$ cat src/rtl/ring_nic.sv
// Ring NIC: register-mapped PE interface with send/receive FIFOs toward a ring router port.
// Optional NIC_STATS_EN adds 16-bit sent/received packet counters to the status words.
module ring_nic #(
  parameter int DEPTH = 4,
  parameter int DW    = 64
) (
  input  logic          clk,
  input  logic          rst,
  input  logic [1:0]    addr,
  input  logic [DW-1:0] d_in,
  output logic [DW-1:0] d_out,
  input  logic          nic_en,
  input  logic          nic_wr_en,
  output logic          net_so,
  output logic [DW-1:0] net_do,
  input  logic          net_ro,
  input  logic          net_si,
  input  logic [DW-1:0] net_di,
  output logic          net_ri,
  input  logic          net_polarity
);

  localparam int AW = (DEPTH > 1) ? $clog2(DEPTH) : 1;
  localparam int CW = $clog2(DEPTH + 1);

  logic [DW-1:0] out_mem [DEPTH];
  logic [DW-1:0] in_mem  [DEPTH];
  logic [AW-1:0] out_rd, out_wr, in_rd, in_wr;
  logic [CW-1:0] out_cnt, in_cnt;
  logic          ovf;

  logic out_empty, out_full, in_empty, in_full;
  logic rd_req, wr_req, push, push_ok, ovf_set, send, pop, recv;
  logic [DW-1:0] in_stat, out_stat;

  assign out_empty = (out_cnt == '0);
  assign out_full  = (out_cnt == CW'(DEPTH));
  assign in_empty  = (in_cnt == '0);
  assign in_full   = (in_cnt == CW'(DEPTH));

  assign rd_req  = nic_en && !nic_wr_en;
  assign wr_req  = nic_en && nic_wr_en;
  assign push    = wr_req && (addr == 2'b10);
  assign pop     = rd_req && (addr == 2'b00) && !in_empty;

  // A send frees the head slot at the same edge, so a push to a full FIFO still fits.
  assign net_so  = !out_empty && (out_mem[out_rd][DW-1] == net_polarity);
  assign net_do  = out_empty ? '0 : out_mem[out_rd];
  assign send    = net_so && net_ro;
  assign push_ok = push && (!out_full || send);
  assign ovf_set = push && out_full && !send;

  assign net_ri  = !in_full;
  assign recv    = net_si && net_ri;

`ifdef NIC_STATS_EN
  logic [15:0] sent_cnt, recv_cnt;

  always_ff @(posedge clk or negedge rst) begin
    if (!rst) begin
      sent_cnt <= '0;
      recv_cnt <= '0;
    end else begin
      if (send) sent_cnt <= sent_cnt + 16'd1;
      if (recv) recv_cnt <= recv_cnt + 16'd1;
    end
  end
`endif

  // NOTE: every output of a combinational block gets a default first so no latch is inferred.
  always_comb begin
    in_stat       = '0;
    out_stat      = '0;
    in_stat[0]    = !in_empty;
    in_stat[3:1]  = 3'(in_cnt);
    out_stat[0]   = out_full;
    out_stat[1]   = ovf;
    out_stat[5:2] = 4'(out_cnt);
`ifdef NIC_STATS_EN
    in_stat[31:16]  = recv_cnt;
    out_stat[31:16] = sent_cnt;
`endif
  end

  // NOTE: state registers use non-blocking assignments so every flop samples pre-edge values.
  always_ff @(posedge clk or negedge rst) begin
    if (!rst) begin
      out_rd  <= '0;
      out_wr  <= '0;
      out_cnt <= '0;
      in_rd   <= '0;
      in_wr   <= '0;
      in_cnt  <= '0;
      ovf     <= 1'b0;
      d_out   <= '0;
    end else begin
      if (rd_req) begin
        unique case (addr)
          2'b00:   d_out <= in_empty ? '0 : in_mem[in_rd];
          2'b01:   d_out <= in_stat;
          2'b11:   d_out <= out_stat;
          default: d_out <= d_out;
        endcase
      end

      // Clear-on-read loses to an overflow arriving in the same cycle.
      if (ovf_set)
        ovf <= 1'b1;
      else if (rd_req && addr == 2'b11)
        ovf <= 1'b0;

      if (push_ok) out_wr <= out_wr + AW'(1);
      if (send)    out_rd <= out_rd + AW'(1);
      unique case ({push_ok, send})
        2'b10:   out_cnt <= out_cnt + CW'(1);
        2'b01:   out_cnt <= out_cnt - CW'(1);
        default: out_cnt <= out_cnt;
      endcase

      if (recv) in_wr <= in_wr + AW'(1);
      if (pop)  in_rd <= in_rd + AW'(1);
      unique case ({recv, pop})
        2'b10:   in_cnt <= in_cnt + CW'(1);
        2'b01:   in_cnt <= in_cnt - CW'(1);
        default: in_cnt <= in_cnt;
      endcase
    end
  end

  // NOTE: FIFO storage is not reset; the reset pointers and counts make stale contents unreachable.
  always_ff @(posedge clk) begin
    if (push_ok) out_mem[out_wr] <= d_in;
    if (recv)    in_mem[in_wr]   <= net_di;
  end

endmodule

$ cat config.mk
export PLATFORM = sky130hd
export DESIGN_NAME = ring_nic
export DESIGN_NICKNAME = d
export VERILOG_FILES = /design/src/rtl/ring_nic.sv
export SDC_FILE = /design/constraint.sdc
export NUM_CORES = 1
export LEC_CHECK = 0
export CORE_MARGIN = 8
export CORE_UTILIZATION = 50
export CTS_CLUSTER_SIZE = 10
export DETAILED_ROUTE_END_ITERATION = 10
export PLACE_DENSITY_LB_ADDON = 0.05
export SETUP_SLACK_MARGIN = 0.1
export SKIP_CTS_REPAIR_TIMING = 1
export SYNTH_ARGS = -nofsm -noshare
export SYNTH_HDL_FRONTEND = slang
export SYNTH_SLANG_ARGS = --single-unit
$ cat constraint.sdc
create_clock -name clk -period 7.2 [get_ports clk]
set_input_delay 1.44 -clock clk [delete_from_list [all_inputs] [get_ports clk]]
set_output_delay 1.44 -clock clk [all_outputs]
set_load 0.05 [all_outputs]
==> metrics.cfg <==
[yosys]
ys_ff_latch = 591
synthFlopType = edfxtp_1
async_reset_ff_share_pct = 13.4
synth_cells = 1013
ys_types = 39
synth_area_um2 = 22200
ys_warn_count = 0
ys_top_cells_by_area = edfxtp_1 69%, mux4_2 13%, dfrtp_1 8.9%
yosysTopAreaCell = edfxtp_1
syn_nets = 1161
synth_area_per_cell_um2 = 21.9
synth_edf_count = 512
synth_top_area_share_pct = 69.3
synth-seq-area-share_pct = 78.2

[worst_setup_path]
cp_data_required_time_ns = 5.76
worstSetupEndpointType = output port
worstPathArrival_ns = 3.65
startpoint_type = flop
crit_type = flop to output port
cp_max_fo = 52

[placement]
port_buffers = 266
dp.cells = 1827
dp_hpwl_mm = 26.4
post-place-ws_ns = 2.56
routabilityCongestion = 0.721

[detailed_routing]
via_per_inst = 5.52
dr.pass1.iters = 4
avgRoutedWirePerCell_um = 23.8
antenna_left = 0
drt_wl_total_mm = 46.3
drc = 0
drt_iter0_drc = 714
num_vias = 10700

[grt]
grt_overflow = 0
grt_pass1_wl_mm = 69.8
track_usage_pct = 18.1
grt_max_degree = 68
antenna_found_initial = 8
first_global_vias = 11200

[timing]
fin_hold_ws_ns = 0.491
finClkSkew_ns = 0.0209
final.min_clock_period_ns = 5.09
setup_ws_ns = 2.11
slew_headroom_pct = 28.5
max_freq_mhz = 196
report.final.setup_viol = 0
slew_violations = 0
hold_viol = 0
fin_crit_sh_pct = 70.7
worst_slew_pin_slew_ns = 1.07
fin_tns_setup_ns = 0
rsz0062_at_grt = no

[cells_and_area]
final_core_util_pct = 62.5
drive_above_1_share_pct = 17.4
finalNonFillerCells = 1944
nets = 1454
area_growth_pct = 23.9

[clock_network]
clockRootBuffer = clkbuf_16
numCtsBuffers = 69
clk_pin_slew_ns = 0.05
cts.sinks = 591
clk_latency_ns = 0.57
htreeDepth = 3
tritoncts = yes
clockBufferDepth = 3

[run]
drv_cap = 0

[floorplan]
core_um2 = 44000
floorplan.rows = 77
fp.dieH_um = 227
fp.dieW_um = 227
dieArea_um2 = 51400
start_util_pct = 50.4
num_io_pins = 267

[min_path]
hold_path_class = flop to flop

[power_and_ir_drop]
p_per_area_nw_per_um2 = 412
peakVddDrop_mv = 0.244
p_leak_uw = 0.00919

[status]
status = completed

[placed cells by master (no fill, tap or decap), types with 8 or more instances in the layout]
cell and count:
clkbuf_16 73, ha_1 9, clkbuf_1 38, a22o_1 59, buf_4 11, o21ai_0 11
nor2_1 8, nor2b_1 63, inv_1 12, edfxtp_1 512, dfrtp_1 75, mux4_2 127
clkdlybuf4s50_1 265, nand2_1 17
[per-layer routing]
layer / routed length (µm) / track usage (%) / vias up
li1: - / - / 4735
met1: 19600 / 24.0 / 5649
met2: 22900 / 29.2 / 256
met3: 2900 / 5.42 / 76
met4: 785 / 4.73 / 10
met5: 65 / 0 / -
[flip-flops by register name, indices dropped and copies added, names as in the netlist]
name / flops
out_rd: 2
in_rd: 2
out_mem: 256
out_cnt: 3
in_mem: 256
in_wr: 2
d_out: 64
out_wr: 2
ovf: 1
in_cnt: 3
[area by class of cell]
cell class,instances,area [µm²]
Sequential cell,591,17400
Fill cell,3175,16500
Multi-Input combinational cell,356,4620
Timing Repair Buffer,276,2740
Clock buffer,112,1980
Tap cell,592,741
Inverter,12,45.0
Antenna cell,4,10.0
Clock inverter,1,5.00
[synth_stat cells (5+ instances only)]
| master | n |
|---|---|
| dfrtp_1 | 79 |
| ha_1 | 9 |
| buf_2 | 17 |
| o21ai_0 | 11 |
| nor2b_1 | 63 |
| xnor2_1 | 7 |
| edfxtp_1 | 512 |
| nor2_1 | 8 |
| inv_1 | 12 |
| mux4_2 | 127 |
| clkbuf_1 | 34 |
| xor2_1 | 5 |
| mux2i_1 | 6 |
| nand2_1 | 17 |
| a22o_1 | 59 |
| and2_1 | 6 |
[kinds of logic after synthesis]
family	after synthesis	synth area share, %
AOI/OAI and AO/OA	83	3.15
xor gates and xnor gates	12	0.473
adders and majority gates	11	0.688
buffers and inverters	66	1.21
DFF	591	78.2
muxes	137	13.4
and+or+nand+nor	113	2.93
[final timing paths]
kind	to	cells after the start	startpoint	slack, ns
hold reg to reg	d_out[1]	2	d_out[1]	0.49
setup / recovery	net_do[50]	4	out_rd[0]	2.11
min in group asynchronous	d_out[38]	1	rst	0.81
hold / removal	d_out[1]	2	d_out[1]	0.49
setup reg to reg	out_cnt[2]	11	out_rd[1]	3.50
max in group asynchronous	in_rd[0]	2	rst	5.11
[critical path, stage by stage (launching register included)]
cell	delay (ns)
dfrtp_4	1.11
buf_4	0.49
mux4_2	0.54
nor2b_1	0.16
clkdlybuf4s50_1	0.75
[where the power goes]
part	internal, µW	switching [µW]
sequential	4240	309
combinational	1510	2190
clock	1860	1230
total	7610	3730
[per-stage QoR]
stage / instance area, µm² / total power [µW]
detailed placement: 25500 / 8400
floorplan: 22200 / 7150
global route: 27500 / 11800
global placement: 25500 / 8370
finish: 27500 / 11300
CTS: 27500 / 11500
Note: power is estimated with default switching activity, not from simulation.
